## config.mk

```make
export PLATFORM = sky130hd
export DESIGN_NAME = regfile_sb
export DESIGN_NICKNAME = d
export VERILOG_FILES = /design/src/rtl/rf_pkg.sv /design/src/rtl/rf_read_port.sv /design/src/rtl/regfile_sb.sv
export SDC_FILE = /design/constraint.sdc
export NUM_CORES = 2
export LEC_CHECK = 0
export BUFFER_PORTS_ARGS = -buffer_cell sky130_fd_sc_hd__buf_2
export CELL_PAD_IN_SITES_DETAIL_PLACEMENT = 0
export CELL_PAD_IN_SITES_GLOBAL_PLACEMENT = 1
export CORE_ASPECT_RATIO = 1.1
export CORE_MARGIN = 2
export CORE_UTILIZATION = 54
export CTS_BUF_LIST = sky130_fd_sc_hd__clkbuf_4 sky130_fd_sc_hd__clkbuf_8
export CTS_CLUSTER_DIAMETER = 80
export DETAILED_ROUTE_END_ITERATION = 10
export MAX_ROUTING_LAYER = met4
export PLACE_DENSITY_LB_ADDON = 0.1
export SYNTH_ARGS = -nofsm -noshare
export SYNTH_HDL_FRONTEND = slang
export SYNTH_SLANG_ARGS = --single-unit
```

## constraint.sdc

```tcl
create_clock -name clk -period 5.6 [get_ports clk]
set_input_delay 1.12 -clock clk [delete_from_list [all_inputs] [get_ports clk]]
set_output_delay 1.12 -clock clk [all_outputs]
set_load 0.1 [all_outputs]
```

## src/rtl/rf_pkg.sv

```systemverilog
// ============================================================================
// Module : rf_pkg
// Shared defaults and constants for the scoreboarded register file.
// Rev    : 1.0  initial release
// ============================================================================
`default_nettype none

package rf_pkg;
  localparam int XLEN_DEF     = 32;
  localparam int NREGS_DEF    = 32;
  localparam int AW_DEF       = $clog2(NREGS_DEF);
  localparam int REG_ZERO     = 0;
  // 1: load writeback (port 1) wins a same-address collision
  localparam bit WR_PRIO_LOAD = 1'b1;
endpackage

`default_nettype wire

```

## src/rtl/rf_read_port.sv

```systemverilog
// ============================================================================
// Module : rf_read_port
// One combinational read mux with x0 masking; same-cycle write-through
// forwarding when REGFILE_BYPASS_EN is defined.
// Rev    : 1.0  initial release
// ============================================================================
`default_nettype none

module rf_read_port
  import rf_pkg::*;
#(
  parameter int XLEN  = XLEN_DEF,
  parameter int NREGS = NREGS_DEF,
  parameter int AW    = $clog2(NREGS)
) (
  input  logic [NREGS*XLEN-1:0] mem_flat,
  input  logic [NREGS-1:0]      busy,
  input  logic [AW-1:0]         raddr,
  input  logic                  wr0,
  input  logic [AW-1:0]         waddr0,
  input  logic [XLEN-1:0]       wdata0,
  input  logic                  wr1,
  input  logic [AW-1:0]         waddr1,
  input  logic [XLEN-1:0]       wdata1,
  output logic [XLEN-1:0]       rdata,
  output logic                  rbusy
);

  logic            w_zero;
  logic [XLEN-1:0] w_arr_data;
  logic            w_arr_busy;

  assign w_zero     = (raddr == AW'(REG_ZERO));
  assign w_arr_data = mem_flat[raddr*XLEN +: XLEN];
  assign w_arr_busy = busy[raddr];

`ifdef REGFILE_BYPASS_EN
  logic w_hit0, w_hit1;

  assign w_hit0 = wr0 && (waddr0 == raddr);
  assign w_hit1 = wr1 && (waddr1 == raddr);

  always_comb begin
    rdata = w_arr_data;
    rbusy = w_arr_busy;
    if (w_hit1 && (WR_PRIO_LOAD || !w_hit0)) begin
      rdata = wdata1;
    end else if (w_hit0) begin
      rdata = wdata0;
    end
    // a retiring producer no longer blocks the reader
    if (w_hit0 || w_hit1) begin
      rbusy = 1'b0;
    end
    if (w_zero) begin
      rdata = '0;
      rbusy = 1'b0;
    end
  end
`else
  logic w_unused;

  assign w_unused = ^{wr0, waddr0, wdata0, wr1, waddr1, wdata1};

  always_comb begin
    rdata = w_arr_data;
    rbusy = w_arr_busy;
    if (w_zero) begin
      rdata = '0;
      rbusy = 1'b0;
    end
  end
`endif

endmodule

`default_nettype wire

```

## src/rtl/regfile_sb.sv

```systemverilog
// ============================================================================
// Module : regfile_sb
// NRP-read / 2-write register file with hardwired x0 and a per-register busy
// scoreboard. Optional write-through forwarding: define REGFILE_BYPASS_EN.
// Rev    : 1.0  initial release
// ============================================================================
`default_nettype none

module regfile_sb
  import rf_pkg::*;
#(
  parameter int XLEN  = XLEN_DEF,
  parameter int NREGS = NREGS_DEF,
  parameter int AW    = $clog2(NREGS),
  parameter int NRP   = 2
) (
  input  logic                clk,
  input  logic                rst,
  input  logic [NRP*AW-1:0]   raddr,
  output logic [NRP*XLEN-1:0] rdata,
  output logic [NRP-1:0]      rbusy,
  input  logic                wr0,
  input  logic [AW-1:0]       waddr0,
  input  logic [XLEN-1:0]     wdata0,
  input  logic                wr1,
  input  logic [AW-1:0]       waddr1,
  input  logic [XLEN-1:0]     wdata1,
  input  logic                iss_valid,
  input  logic [AW-1:0]       iss_rd,
  input  logic                flush,
  output logic [NREGS-1:0]    busy_vec
);

  logic [XLEN-1:0]       r_mem [NREGS];
  logic [NREGS-1:0]      r_busy;
  logic [NREGS-1:0]      w_take0, w_take1, w_wb, w_iss;
  logic [NREGS*XLEN-1:0] w_mem_flat;

  for (genvar r = 0; r < NREGS; r++) begin : g_reg
    logic w_hit0, w_hit1;

    assign w_hit0     = wr0 && (waddr0 == AW'(r)) && (r != REG_ZERO);
    assign w_hit1     = wr1 && (waddr1 == AW'(r)) && (r != REG_ZERO);
    assign w_take1[r] = w_hit1 && (WR_PRIO_LOAD || !w_hit0);
    assign w_take0[r] = w_hit0 && !w_take1[r];
    assign w_wb[r]    = w_hit0 || w_hit1;
    assign w_iss[r]   = iss_valid && (iss_rd == AW'(r)) && (r != REG_ZERO);
    assign w_mem_flat[r*XLEN +: XLEN] = r_mem[r];
  end

  always_ff @(posedge clk) begin
    if (rst) begin
      for (int r = 0; r < NREGS; r++) begin
        r_mem[r] <= '0;
      end
      r_busy <= '0;
    end else begin
      for (int r = 0; r < NREGS; r++) begin
        if (w_take1[r]) begin
          r_mem[r] <= wdata1;
        end else if (w_take0[r]) begin
          r_mem[r] <= wdata0;
        end
      end
      if (flush) begin
        r_busy <= '0;
      end else begin
        // a newly issued producer owns rd even if an older one retires now
        for (int r = 0; r < NREGS; r++) begin
          if (w_iss[r]) begin
            r_busy[r] <= 1'b1;
          end else if (w_wb[r]) begin
            r_busy[r] <= 1'b0;
          end
        end
      end
    end
  end

  for (genvar i = 0; i < NRP; i++) begin : g_rport
    rf_read_port #(
      .XLEN  (XLEN),
      .NREGS (NREGS),
      .AW    (AW)
    ) u_rport (
      .mem_flat (w_mem_flat),
      .busy     (r_busy),
      .raddr    (raddr[i*AW +: AW]),
      .wr0      (wr0),
      .waddr0   (waddr0),
      .wdata0   (wdata0),
      .wr1      (wr1),
      .waddr1   (waddr1),
      .wdata1   (wdata1),
      .rdata    (rdata[i*XLEN +: XLEN]),
      .rbusy    (rbusy[i])
    );
  end

  assign busy_vec = r_busy;

endmodule

`default_nettype wire

```

==> impl_metrics.json <==
{
  "status": "finished with violations",
  "final_design_area_no_fill_sq_mm": 0.0675,
  "cts_hold_buf": 0,
  "row_count": 129,
  "vias": 51800,
  "grt_pass1_wl_um": 359000,
  "cts_max_level": 4,
  "synthToLayoutAreaGrowth_pct": 10.5,
  "synth-edff-count": 992,
  "cts_tree": "done",
  "clockRootBuffer": "clkbuf_8",
  "cp.required_ps": 4480,
  "power_leakage_nw": 23.5,
  "clock_skew_ps": 0,
  "routed_wl_um": 258000,
  "fp.coreArea_sq_mm": 0.112,
  "p_per_area_mw_per_mm2": 292,
  "ant_nets": 0,
  "crit_buf_inv": 4,
  "netlist.top_cell.by_area": "edfxtp_1",
  "post-route-period-util_pct": 88.3,
  "grt_usage_pct": 45.0,
  "yosysSeqAreaShare_pct": 49.8,
  "synth.top_cell.area_share_pct": 48.8,
  "cts_sinks": 1023,
  "die_h_um": 357,
  "async_flop_share_pct": 0,
  "yosysMostFrequentCell": "edfxtp_1",
  "fill_cells": 9233,
  "post_cts_buffers": 0,
  "synth_seq_cells": 1023,
  "dpl_cell_area_sq_mm": 0.0641,
  "violations": "max-capacitance violations, max-slew violations",
  "p_total_w": 0.0197,
  "placement.io_buffers": 191,
  "drive_gt1_share_pct": 25.7,
  "vias_per_cell": 7.47,
  "crit_top_cell": "buf_12",
  "grt_pass1_vias": 49600,
  "path_delay_family": "buffers and inverters",
  "dr.pass1.iters": 6,
  "first_iter_violations": 8142,
  "ys_top_cells_by_area": "edfxtp_1 49%, mux2i_1 9.8%, mux4_2 4.9%",
  "synth_warnings": 0,
  "synth_area_sq_mm": 0.0611,
  "crit_chain": "buf_8 > buf_12 > buf_12 > mux2i_1 > o22ai_1 > nor3_1 > a211oi_2 > buf_12",
  "cts_made_buffers": 175,
  "hold_viol_final": 0,
  "rsz0062_at_grt": "false",
  "period_minus_slack_ps": 4950,
  "die_area_sq_mm": 0.116,
  "path_clk_slew_ps": 70,
  "avgSynthCellArea_sq_um": 11.4,
  "cts-resized-gates": 0,
  "slowest_delay_ps": 810,
  "vdd_ir_drop_max_mv": 0.259,
  "drc": 0,
  "ios": 193,
  "setup_viol": 0,
  "max_freq_mhz": 202,
  "criticalPathCategory": "input port to output port",
  "synth_cell_types": 69,
  "crit_fanout": 59,
  "num-nets-final": 5357,
  "antenna_found_initial": 27,
  "start_kind": "input port",
  "place_hpwl_um": 159000,
  "cp-end-kind": "output port",
  "drt-wirelength-per-cell_um": 37.2,
  "worst_pin_slew_ps": 1560,
  "place_congestion": 0.991,
  "arrival_ps": 3830,
  "grt_start_max_net_pins": 78,
  "start_util_pct": 54.4,
  "synth_common_cells": "992 x edfxtp_1, 595 x mux2i_1, 593 x nand2_1, 413 x o22ai_1, 412 x clkbuf_1",
  "setup_tns_ps": 0,
  "synth-main-ff-cell": "edfxtp_1",
  "die_w_um": 325,
  "clockBufferDepth": 3,
  "syn-num-nets": 5470,
  "maxSlewViolCount": 6,
  "drv_cap": 1,
  "globalRouteOverflowTotal": 0,
  "syn_inst": 5375,
  "cpMaxStageDelayCell": "nor3_1",
  "hp-class": "flip-flop to flip-flop",
  "slew_headroom_pct": -4.59,
  "clk_latency_ps": 930
}
-- area by class of cell --
| class | count | area (sq um) | share of cell area, % |
|---|---|---|---|
| Antenna cell | 25 | 62.6 | 0.0927 |
| Tap cell | 1506 | 1880 | 2.79 |
| Clock inverter | 78 | 432 | 0.640 |
| Multi-Input combinational cell | 3668 | 28500 | 42.2 |
| Sequential cell | 1023 | 30400 | 45.1 |
| Timing Repair Buffer | 392 | 3270 | 4.85 |
| Clock buffer | 243 | 2930 | 4.33 |
| Inverter | 2 | 8.76 | 0.0130 |
-- power by group --
group / switching [W] / internal [W] / total, W
clock: 0.00334 / 0.00347 / 0.00681
combinational: 0.00248 / 0.00114 / 0.00361
sequential: 0.000283 / 0.00902 / 0.00930
-- cells in the final DEF (no fill, tap or decap), types with 176 or more instances in the layout --
cell type / synthesis / layout
edfxtp_1: 992 / 992
mux2i_1: 595 / 595
nand2_1: 593 / 575
o22ai_1: 413 / 413
o21ai_0: 399 / 399
nor2_1: 229 / 222
o221a_2: 217 / 217
mux2_2: 196 / 196
buf_4: 17 / 177
clkbuf_8: 0 / 176
-- tightest hold or removal path: stages, from the launching register on --
cell and delay, ps:
dfxtp_1 380, o211ai_1 110, a21oi_1 70
-- metrics by stage --
step / instances / hold WS (ps) / util [%] / setup WS [ps]
floorplan: 5375 / 960 / - / 479
global placement: 6591 / 577 / 57.0 / 798
detailed placement: 6591 / 590 / 57.0 / 767
CTS: 6912 / 587 / 60.0 / 760
global route: 6936 / 610 / 60.1 / 617
finish: 6937 / 598 / 60.1 / 654
-- state kept, by name, summed over array words and instances, names as in the netlist --
| signal | flops |
|---|---|
| r_mem | 992 |
| busy_vec | 31 |
-- per-layer routing --
metal	routed length, um	global-route usage, %	vias up
met5	0	-	-
met4	17700	27.6	0
met3	39000	15.3	967
met2	110000	63.6	4540
met1	91200	55.7	25400
li1	-	-	20900
-- path summary, 6_finish.rpt --
check / cells past startpoint / to / startpoint / slack, ps
worst max-delay path: 8 / rdata[7] / raddr[0] / 650
worst min register to register: 2 / busy_vec[30] / busy_vec[30] / 600
worst max register to register: 2 / busy_vec[31] / busy_vec[31] / 4710
worst min-delay path: 2 / busy_vec[30] / busy_vec[30] / 600
-- kinds of logic after synthesis --
kind of cell	count (synthesis)	share of synthesized area [%]
other	1	0.00614
AOI/OAI and AO/OA	1534	18.2
muxes	924	18.3
and+or+nand+nor	1209	9.02
DFF	1023	49.8
buffers and inverters	684	4.77
(Power assumes the default switching activity.)
